===== config.mk =====
export PLATFORM = sky130hd
export DESIGN_NAME = my_if_rr_arbiter
export DESIGN_NICKNAME = d
export VERILOG_FILES = /design/src/rtl/my_if_rr_arbiter.sv
export SDC_FILE = /design/constraint.sdc
export NUM_CORES = 1
export LEC_CHECK = 0
export CAP_MARGIN = 25
export CORE_MARGIN = 4
export CORE_UTILIZATION = 33
export DETAILED_ROUTE_END_ITERATION = 6
export GPL_TIMING_DRIVEN = 0
export PLACE_DENSITY = 0.78
export RECOVER_POWER = 25
export REMOVE_ABC_BUFFERS = 1
export SLEW_MARGIN = 15
export SYNTH_ARGS = -nofsm -noshare
export SYNTH_HDL_FRONTEND = slang
export SYNTH_SLANG_ARGS = --single-unit

===== constraint.sdc =====
create_clock -name clk -period 2.1 [get_ports clk]
set_input_delay 0.525 -clock clk [delete_from_list [all_inputs] [get_ports clk]]
set_output_delay 0.525 -clock clk [all_outputs]
set_load 0.03 [all_outputs]

===== src/rtl/my_if_rr_arbiter.sv =====
// Round-robin arbiter that shares one data/valid stream among NUM_REQ producers.
// Each grant holds for a burst ending on req_last or after MAX_BURST transferred beats.
module my_if_rr_arbiter #(
    parameter int NUM_REQ   = 4,
    parameter int DATA_W    = 8,
    parameter int MAX_BURST = 4
) (
    input  logic                         clk,
    input  logic                         rst,
    input  logic [NUM_REQ-1:0]           req_valid,
    input  logic [NUM_REQ*DATA_W-1:0]    req_data,
    input  logic [NUM_REQ-1:0]           req_last,
    output logic [NUM_REQ-1:0]           req_ready,
    output logic [DATA_W-1:0]            out_data,
    output logic                         out_valid,
    input  logic                         out_ready,
    output logic [$clog2(NUM_REQ)-1:0]   grant_id,
    output logic                         busy
);

    localparam int GW = $clog2(NUM_REQ);
    localparam int CW = $clog2(MAX_BURST) + 1;

    typedef enum logic {
        IDLE  = 1'b0,
        BURST = 1'b1
    } state_e;

    state_e          state_q, state_d;
    logic [GW-1:0]   grant_q, grant_d;
    logic [GW-1:0]   rr_q,    rr_d;
    logic [CW-1:0]   beat_q,  beat_d;

    logic            sel_found;
    logic [GW-1:0]   sel_idx;
    int unsigned     scan_idx;

    logic            g_valid;
    logic            g_last;
    logic [DATA_W-1:0] g_data;
    logic            xfer;

    // Scan rr_q, rr_q+1, ... wrapping explicitly so non-power-of-two NUM_REQ works.
    always_comb begin
        sel_found = 1'b0;
        sel_idx   = '0;
        scan_idx  = 0;
        for (int unsigned k = 0; k < NUM_REQ; k++) begin
            scan_idx = int'(rr_q) + k;
            if (scan_idx >= NUM_REQ) begin
                scan_idx = scan_idx - NUM_REQ;
            end
            if (!sel_found && req_valid[scan_idx]) begin
                sel_found = 1'b1;
                sel_idx   = GW'(scan_idx);
            end
        end
    end

    always_comb begin
        g_valid = 1'b0;
        g_last  = 1'b0;
        g_data  = '0;
        for (int unsigned k = 0; k < NUM_REQ; k++) begin
            if (GW'(k) == grant_q) begin
                g_valid = req_valid[k];
                g_last  = req_last[k];
                g_data  = req_data[k*DATA_W +: DATA_W];
            end
        end
    end

    always_comb begin
        state_d   = state_q;
        grant_d   = grant_q;
        rr_d      = rr_q;
        beat_d    = beat_q;
        out_valid = 1'b0;
        out_data  = '0;
        req_ready = '0;
        xfer      = 1'b0;

        case (state_q)
            IDLE: begin
                if (sel_found) begin
                    grant_d = sel_idx;
                    beat_d  = '0;
                    state_d = BURST;
                end
            end
            BURST: begin
                out_valid          = g_valid;
                out_data           = g_data;
                req_ready[grant_q] = out_ready;
                xfer               = g_valid && out_ready;
                if (xfer) begin
                    if (g_last || (beat_q == CW'(MAX_BURST - 1))) begin
                        state_d = IDLE;
                        beat_d  = '0;
                        rr_d    = (grant_q == GW'(NUM_REQ - 1)) ? '0 : grant_q + GW'(1);
                    end else begin
                        beat_d  = beat_q + CW'(1);
                    end
                end
            end
            default: begin
                state_d = IDLE;
            end
        endcase
    end

    always_ff @(posedge clk) begin
        if (rst) begin
            state_q <= IDLE;
            grant_q <= '0;
            rr_q    <= '0;
            beat_q  <= '0;
        end else begin
            state_q <= state_d;
            grant_q <= grant_d;
            rr_q    <= rr_d;
            beat_q  <= beat_d;
        end
    end

    assign busy     = (state_q == BURST);
    assign grant_id = grant_q;

endmodule


==> results of run 1 <==
[worst paths after layout]
check	start	to	slack (ns)
min	beat_q[2]	beat_q[2]	0.47
max	grant_id[1]	out_data[5]	-0.15
min reg2reg	beat_q[2]	beat_q[2]	0.47
max reg2reg	grant_id[1]	rr_q[0]	0.07
[final cells by class]
type | instances | area, um^2
Sequential cell | 8 | 169
Tap cell | 31 | 38.8
Fill cell | 241 | 967
Inverter | 8 | 35.0
Timing Repair Buffer | 76 | 746
Clock buffer | 3 | 22.5
Multi-Input combinational cell | 112 | 779
[sequential cells by signal (all words and copies together), names as in the netlist]
register	flops
beat_q	3
busy	1
grant_id	2
rr_q	2
[cell usage after synthesis, drive strengths merged]
| cell type | count | area [um^2] |
|---|---|---|
| a211o | 1 | 8.76 |
| a211oi | 3 | 27.5 |
| a21oi | 26 | 134 |
| a221o | 1 | 10.0 |
| and2 | 9 | 57.6 |
| and2b | 1 | 7.51 |
| and3 | 5 | 31.3 |
| buf | 6 | 41.3 |
| clkbuf | 4 | 15.0 |
| dfxtp | 8 | 160 |
| ha | 6 | 75.1 |
| inv | 8 | 30.0 |
| mux2 | 1 | 15.0 |
| mux2i | 2 | 20.0 |
| nand2 | 18 | 67.6 |
| nand2b | 3 | 18.8 |
| nand3 | 4 | 25.0 |
| nand3b | 9 | 67.6 |
| nor2 | 4 | 15.0 |
| nor2b | 1 | 13.8 |
| nor3 | 1 | 5.00 |
| nor3b | 1 | 7.51 |
| nor4 | 2 | 12.5 |
| o21ai | 10 | 53.8 |
| or2 | 1 | 6.26 |
| or3 | 3 | 18.8 |
[critical path, delay by kind of cell (launching register included)]
kind	cells	cell delay [ns]
AO/OA/AOI/OAI	3	0.27
flip-flops	1	0.36
adder cells (fa/ha/maj)	1	0.18
AND/OR/NAND/NOR	2	0.32
buffers and inverters	3	0.32
[routing by layer]
layer  global-route usage [%]  wire, um  up-vias
li1                         -         -      615
met4                     8.79        69        0
met3                     4.40       353        7
met5                        0         0        -
met1                     22.1      1430      552
met2                     32.1      1660       55
[kinds of logic (layout without fill, tap and decap cells)]
logic type	Yosys count	after routing
AOI/OAI and AO/OA	41	41
DFF	8	8
muxes	3	3
and+or+nand+nor	62	62
adders and majority gates	6	6
buffers and inverters	18	87
[where the power goes]
group,switching (mW),internal [mW],total (mW),leakage [nW]
clock,0.0627,0.0661,0.129,0.0138
combinational,0.174,0.218,0.393,0.650
sequential,0.0118,0.157,0.169,0.0666
total,0.249,0.442,0.690,0.730
[metrics by stage]
stage | TNS (ns) | util (%) | hold WS, ns | setup WS, ns
global placement | -9.35 | 54.7 | 0.455 | -0.820
CTS | -1.15 | 63.4 | 0.474 | -0.155
floorplan | -2.90 | - | 0.442 | -0.262
global route | -2.04 | 64.9 | 0.516 | -0.262
finish | -0.961 | 64.9 | 0.473 | -0.146
detailed placement | -9.87 | 54.7 | 0.466 | -0.809
[timing repair]
item	CTS	global route
setup buffers	14	4
gates resized for setup	109	19
hold buffers	0	0
pin swaps	8	2
endpoints found under the setup margin	20	18
==> impl_metrics.tcl, run 1 <==
set metrics [dict create \
    crit_slowest_cell "dfxtp_4" \
    ant_nets 0 \
    die_w_um 61.5 \
    mappedNetlistArea_um2 945 \
    yosys.area_share.simple_pct 37.5 \
    synth_seq_area_share_pct 17.0 \
    ir_worst_vdd_mv 0.273 \
    grt_max_degree 24 \
    hpwl_um 2240 \
    core_area_um2 2760 \
    outcome "finished with violations" \
    dp.cells 217 \
    grtUsageTotal_pct 18.9 \
    hold_viol_final 0 \
    ios 59 \
    cpPeakStageDelay_ns 0.36 \
    crit_fanout 7 \
    skew_ns 0.000744 \
    p_per_area_nw_per_um2 386 \
    path_cells "inv_4, ha_4, buf_4, nand3b_1, a21oi_2, a21oi_1, o21ai_1, and2_1, buf_6" \
    yosys_warnings 0 \
    start_kind "register" \
    synthMuxAreaShare_pct 3.71 \
    slew_violations 0 \
    crit_path_end_kind "output port" \
    design_area_um2 1790 \
    max_freq_ghz 0.445 \
    cts_made_buffers 3 \
    fin_crit_sh_pct 107 \
    die_h_um 61.5 \
    placed_area_um2 1510 \
    synth_top_family_by_area "simple AND/OR/NAND/NOR gates" \
    rsz0062_at_grt "yes" \
    globalplace.congestion 0.782 \
    num_vias 1229 \
    grt_first_pass_wirelength_um 5310 \
    final_cell_mix "clkdlybuf4s50_1, a21oi_1, nand2_1" \
    clockBufferDepth 2 \
    hold_depth 2 \
    avgSynthCellArea_um2 6.85 \
    setup_slack_ns -0.146 \
    synth_cells 138 \
    setup_violations 9 \
    cts_sinks 8 \
    wirelength_um 3510 \
    drt-initial-drc-count 102 \
    worstPathRequired_ns 1.57 \
    io_buffers 58 \
    synth-seq-cells 8 \
    path_clk_slew_ns 0.06 \
    worstMarginPinSlew_ns 0.337 \
    viasPerCell 5.16 \
    synth_compound_area_share_pct 24.8 \
    final_common_cell "clkdlybuf4s50_1" \
    p_total_mw 0.690 \
    antennaDiodeCount 0 \
    leakagePower_nw 0.730 \
    max_slew_margin_pct 77.4 \
    grt_antenna_before_repair 0 \
    synthAdderAreaFrac_pct 7.95 \
    synth_xor_area_share_pct 0 \
    h-tree-depth 1 \
    fin_nets 258 \
    root_buffer "clkbuf_4" \
    clock_latency_ns 0.27 \
    route.detailed.drc 0 \
    num_rows 19 \
    cp.arrival_ns 1.72 \
    cts_tree "built" \
    grt_overflow 0 \
    layout-drive-gt1-share_pct 28.0 \
    drv_cap 0 \
    fin_crit_ns 2.25 \
    die_area_um2 3780 \
    synth_cell_types 33 \
    violations "setup timing" \
    hp-class "reg -> reg" \
    finalNonFillerCells 238 \
    crit_type "reg -> out" \
    first_pass_iters 4 \
    routedWlPerCell_um 14.8 \
    initial_core_util_pct 34.3 \
    area_growth_pct 89.5 \
    grt_pass1_vias 1202 \
    rr_worst_depth 9 \
]
(Power assumes the default switching activity.)
==> inputs of run 2 (changes only) <==
--- a/config.mk
+++ b/config.mk
@@ -7,10 +7,12 @@
 export LEC_CHECK = 0
 export CAP_MARGIN = 25
 export CORE_MARGIN = 4
-export CORE_UTILIZATION = 33
+export CORE_UTILIZATION = 56
 export DETAILED_ROUTE_END_ITERATION = 6
+export DONT_BUFFER_PORTS = 1
+export GPL_ROUTABILITY_DRIVEN = 0
 export GPL_TIMING_DRIVEN = 0
-export PLACE_DENSITY = 0.78
+export PLACE_DENSITY = 0.76
 export RECOVER_POWER = 25
 export REMOVE_ABC_BUFFERS = 1
 export SLEW_MARGIN = 15
==> run 2 against run 1 <==
The flow still finishes with violations (setup timing). Flip-flop and latch count stayed put. Count of clock-buffer cells in the layout stayed put. Critical path depth is 1 lower. Sequential share of layout area is 4.9 points higher. Worst setup slack worse by 0.11 ns. Via count is 16% lower. Sequential power is 7% higher. Routed wire length is 12% lower. Final cell count is 33% lower. Core utilization is 11 points higher. Clock power hardly changed. Critical path type unchanged. Critical endpoint is now out_data[1]. Largest cell class unchanged.
==> impl_metrics.tcl, run 2 (synthesis results as in run 1) <==
set metrics [dict create \
    final_cell_mix "a21oi_1, nand2_1, nand3b_1, and2_4, buf_4" \
    worstPathRequired_ns 1.57 \
    clock_latency_ns 0.27 \
    wirelength_um 3080 \
    grt_overflow 0 \
    register_area_um2 169 \
    p_total_mw 0.560 \
    fin_crit_ns 2.35 \
    design_area_um2 1170 \
    grt_max_degree 24 \
    viasPerCell 6.42 \
    clockBufferDepth 2 \
    grtUsageTotal_pct 22.5 \
    die_w_um 49.1 \
    grt_first_pass_wirelength_um 4390 \
    violations "setup timing" \
    drt-initial-drc-count 38 \
    n_fill_cell 114 \
    max_slew_margin_pct 70.2 \
    finalNonFillerCells 160 \
    die_h_um 49.1 \
    drv_cap 0 \
    ant_nets 0 \
    crit_fanout 7 \
    hp-class "in -> reg" \
    hold_slack_ns 0.306 \
    num_rows 14 \
    crit_path_end_kind "output port" \
    ir_worst_vdd_mv 0.505 \
    cp.arrival_ns 1.83 \
    placed_area_um2 908 \
    rsz0062_at_grt "yes" \
    crit_type "reg -> out" \
    outcome "finished with violations" \
    routedWlPerCell_um 19.2 \
    first_pass_iters 4 \
    grt_antenna_before_repair 0 \
    setup_slack_ns -0.251 \
    worstMarginPinSlew_ns 0.446 \
    start_kind "register" \
    multiInputGateArea_um2 818 \
    hpwl_um 1810 \
    skew_ns 0.00883 \
    ios 59 \
    die_area_um2 2410 \
    num_vias 1027 \
    max_freq_ghz 0.425 \
    initial_core_util_pct 61.3 \
    p_per_area_nw_per_um2 477 \
    grt_pass1_vias 998 \
    cts_sinks 8 \
    route.detailed.drc 0 \
    hold_viol_final 0 \
    area_growth_pct 24.4 \
    dp_slack_ns -0.566 \
    h-tree-depth 1 \
    cts_made_buffers 3 \
    leakagePower_nw 0.451 \
    path_clk_slew_ns 0.06 \
    core_area_um2 1540 \
    cts_hold_buf 0 \
    utilization_pct 76.2 \
    tns_ns -1.60 \
    antennaDiodeCount 0 \
    cts_tree "built" \
    final_common_cell "a21oi_1" \
    fin_crit_sh_pct 112 \
    root_buffer "clkbuf_4" \
    dp.cells 144 \
    slew_violations 0 \
    largest_register_ffs 3 \
    setup_violations 11 \
    io_buffers 0 \
    regMostFlops "beat_q" \
    layout-drive-gt1-share_pct 35.4 \
    fin_nets 195 \
]
run 2: layout make-up:
type / instances / share of cell area [%]
multi-input combinational: 112 / 69.6
sequential: 8 / 14.4
timing repair buffer: 13 / 9.37
inverter: 8 / 2.98
clock buffer: 3 / 1.92
tap: 16 / 1.70
run 2: worst max-delay path: stages (launching register included):
cell	delay, ns
dfxtp_4	0.45
inv_4	0.06
ha_4	0.19
buf_6	0.13
nand3b_1	0.19
a21oi_2	0.15
a21oi_1	0.05
o21ai_1	0.13
and2_4	0.21
run 2: what timing repair did:
action | CTS | global route
pin swaps | 2 | 11
setup buffers | 4 | 9
endpoints found under the setup margin | 19 | 19
resized for setup | 41 | 20
run 2: path summary, 6_finish.rpt:
path	start	to	slack [ns]	cells after the start
setup / recovery	grant_id[1]	out_data[1]	-0.25	8
hold / removal	rst	busy	0.31	1
setup reg to reg	grant_id[1]	beat_q[2]	-0.01	9
hold reg to reg	beat_q[1]	beat_q[1]	0.48	2
run 2: power breakdown:
group	total [mW]	switching (mW)	internal (mW)
clock network	0.126	0.0600	0.0659
logic	0.255	0.139	0.115
registers	0.180	0.0228	0.157
total	0.560	0.222	0.338
run 2: layer usage:
layer	global-route usage, %	part of all wire [%]	up-vias
met5	0	0	-
met4	7.17	1.0	0
met3	10.1	10	4
met2	38.2	50	58
met1	24.4	39	476
li1	-	-	489
==> inputs of run 3 (changes only) <==
--- a/config.mk
+++ b/config.mk
@@ -8,6 +8,7 @@
 export CAP_MARGIN = 25
 export CORE_MARGIN = 4
 export CORE_UTILIZATION = 56
+export CTS_CLUSTER_DIAMETER = 200
 export DETAILED_ROUTE_END_ITERATION = 6
 export DONT_BUFFER_PORTS = 1
 export GPL_ROUTABILITY_DRIVEN = 0
@@ -15,6 +16,7 @@
 export PLACE_DENSITY = 0.76
 export RECOVER_POWER = 25
 export REMOVE_ABC_BUFFERS = 1
+export SKIP_LAST_GASP = 1
 export SLEW_MARGIN = 15
 export SYNTH_ARGS = -nofsm -noshare
 export SYNTH_HDL_FRONTEND = slang
==> run 3 against run 2 <==
The run still ends with setup timing left. Non-clock buffer count fell by 5. Via count rose by 0.58%. Core utilization fell by 3.6 points. Power decreased by 2.4%. Critical path type unchanged. Register-to-register slack worse by 0.03 ns. Clock power about the same. Final area is 4.7% lower. Routed wire length fell by 2.1%. Clock skew about the same. Count of clock-buffer cells in the layout unchanged. Combinational power down 6%.
==> impl_metrics.tcl, run 3 (synthesis results as in run 1) <==
set metrics [dict create \
    outcome "finished with violations" \
    violations "setup timing" \
    cts_tree "built" \
    hpwl_um 1810 \
    fin_crit_ns 2.37 \
    die_w_um 49.1 \
    hp-class "in -> reg" \
    rsz0062_at_grt "yes" \
    cpPeakStageDelay_ns 0.46 \
    leakagePower_nw 0.421 \
    path_clk_slew_ns 0.06 \
    placed_area_um2 908 \
    fin_crit_sh_pct 113 \
    die_area_um2 2410 \
    crit_type "reg -> out" \
    p_total_mw 0.547 \
    wirelength_um 3010 \
    register_area_um2 169 \
    hold_slack_ns 0.304 \
    num_vias 1033 \
    ios 59 \
    ir_worst_vdd_mv 0.484 \
    path_cells "inv_4, ha_4, buf_6, nand3b_1, a21oi_2, a21oi_1, o21ai_1, and2_4" \
    rr_worst_depth 9 \
    slew_violations 0 \
    design_area_um2 1120 \
    ant_nets 0 \
    skew_ns 0.00886 \
    max_slew_margin_pct 70.4 \
    grt_first_pass_wirelength_um 4460 \
    initial_core_util_pct 61.3 \
    die_h_um 49.1 \
    hold_end "busy" \
    hold_depth 1 \
    h-tree-depth 1 \
    area_growth_pct 18.5 \
    comb_power_share_pct 43.7 \
    start_kind "register" \
    p_sw_mw 0.218 \
    clock_latency_ns 0.27 \
    io_buffers 0 \
    layout-drive-gt1-share_pct 30.2 \
    num_rows 14 \
    drv_cap 0 \
    drt-initial-drc-count 27 \
    r2r-start "grant_id[1]" \
    cts_sinks 8 \
    dp_slack_ns -0.566 \
    grt_overflow 0 \
    cts_made_buffers 3 \
    crit_buf_inv 2 \
    final_common_cell "a21oi_1" \
    first_pass_iters 4 \
    crit_family "flip-flops" \
    grt_antenna_before_repair 0 \
    max_freq_ghz 0.423 \
    root_buffer "clkbuf_4" \
    worstMarginPinSlew_ns 0.443 \
    setup_violations 12 \
    fin_nets 190 \
    pwr-share-seq_pct 32.9 \
    cp.arrival_ns 1.84 \
    grtUsageTotal_pct 22.9 \
    grt_max_degree 24 \
    final_cell_mix "a21oi_1, nand2_1, nand3b_1, and2_4" \
    clockBufferDepth 2 \
    worstPathRequired_ns 1.57 \
    reg2reg_to "beat_q[2]" \
    hold_viol_final 0 \
    multiInputGateArea_um2 805 \
    route.detailed.drc 0 \
    n_fill_cell 124 \
    p_int_mw 0.329 \
    regMostFlops "beat_q" \
    p_sw_share_pct 39.9 \
    antennaDiodeCount 0 \
    routedWlPerCell_um 19.4 \
    core_area_um2 1540 \
    largest_register_ffs 3 \
    p_per_area_nw_per_um2 488 \
    crit_path_end_kind "output port" \
    reg2reg_slack_ns -0.04 \
    grt_pass1_vias 1041 \
    crit_slowest_cell "dfxtp_4" \
    crit_fanout 7 \
    clockPowerShare_pct 23.3 \
    viasPerCell 6.66 \
    setup_slack_ns -0.266 \
    hp-start "rst" \
]
==> run 3: worst max-delay path by stage <==
stage,slack (ns),to,depth (start not counted),from
after detailed placement,-0.57,out_data[7],7,grant_id[1]
after global routing,-0.34,out_data[1],8,grant_id[1]
final,-0.27,out_data[1],8,grant_id[1]
after floorplan,-0.26,out_data[7],7,grant_id[1]
after global placement,-0.44,out_data[5],7,grant_id[1]
after CTS,-0.18,out_data[7],8,grant_id[1]
==> run 3: worst register-to-register path: cells and delay by family, from the launching register on <==
kind,cells,cell delay (ns)
buffers and inverters,3,0.36
AOI/OAI and AO/OA,2,0.36
DFF,1,0.46
and+or+nand+nor,3,0.70
adders and majority gates,1,0.20
==> run 3: power groups by stage <==
stage	registers, mW	logic (mW)	clock network [mW]
after global placement	0.178	0.173	0
after CTS	0.178	0.217	0.126
after detailed placement	0.179	0.180	0
after floorplan	0.175	0.158	0
final	0.180	0.239	0.128
after global routing	0.182	0.259	0.137
==> run 3: what timing repair did <==
item	CTS	global route
resized for setup	33	20
endpoints found under the setup margin	19	19
pin swaps	2	10
hold buffers	0	0
setup buffers	4	4
==> run 3: routing by layer <==
metal	vias to the layer above	routed length [um]	global-route usage, %
li1	485	-	-
met1	473	1170	24.3
met2	62	1460	37.8
met3	13	292	10.4
met4	0	87	10.8
met5	-	0	0
==> run 3: metrics by stage <==
stage | std cells | TNS [ns] | utilization, %
3_5_place_dp | 144 | -7.90 | 58.9
4_1_cts | 151 | -1.34 | 67.8
5_1_grt | 155 | -2.92 | 72.6
3_3_place_gp | 144 | -6.18 | 58.9
6_report | 155 | -1.73 | 72.6
2_1_floorplan | 128 | -2.90 | -
==> run 3: layout make-up <==
type                    count  share of cell area (%)
clock buffers               3                    2.01
inverters                   8                    3.13
well taps                  16                    1.79
multi-input cells         112                    71.8
repair buffers              8                    6.15
flip-flops and latches      8                    15.1
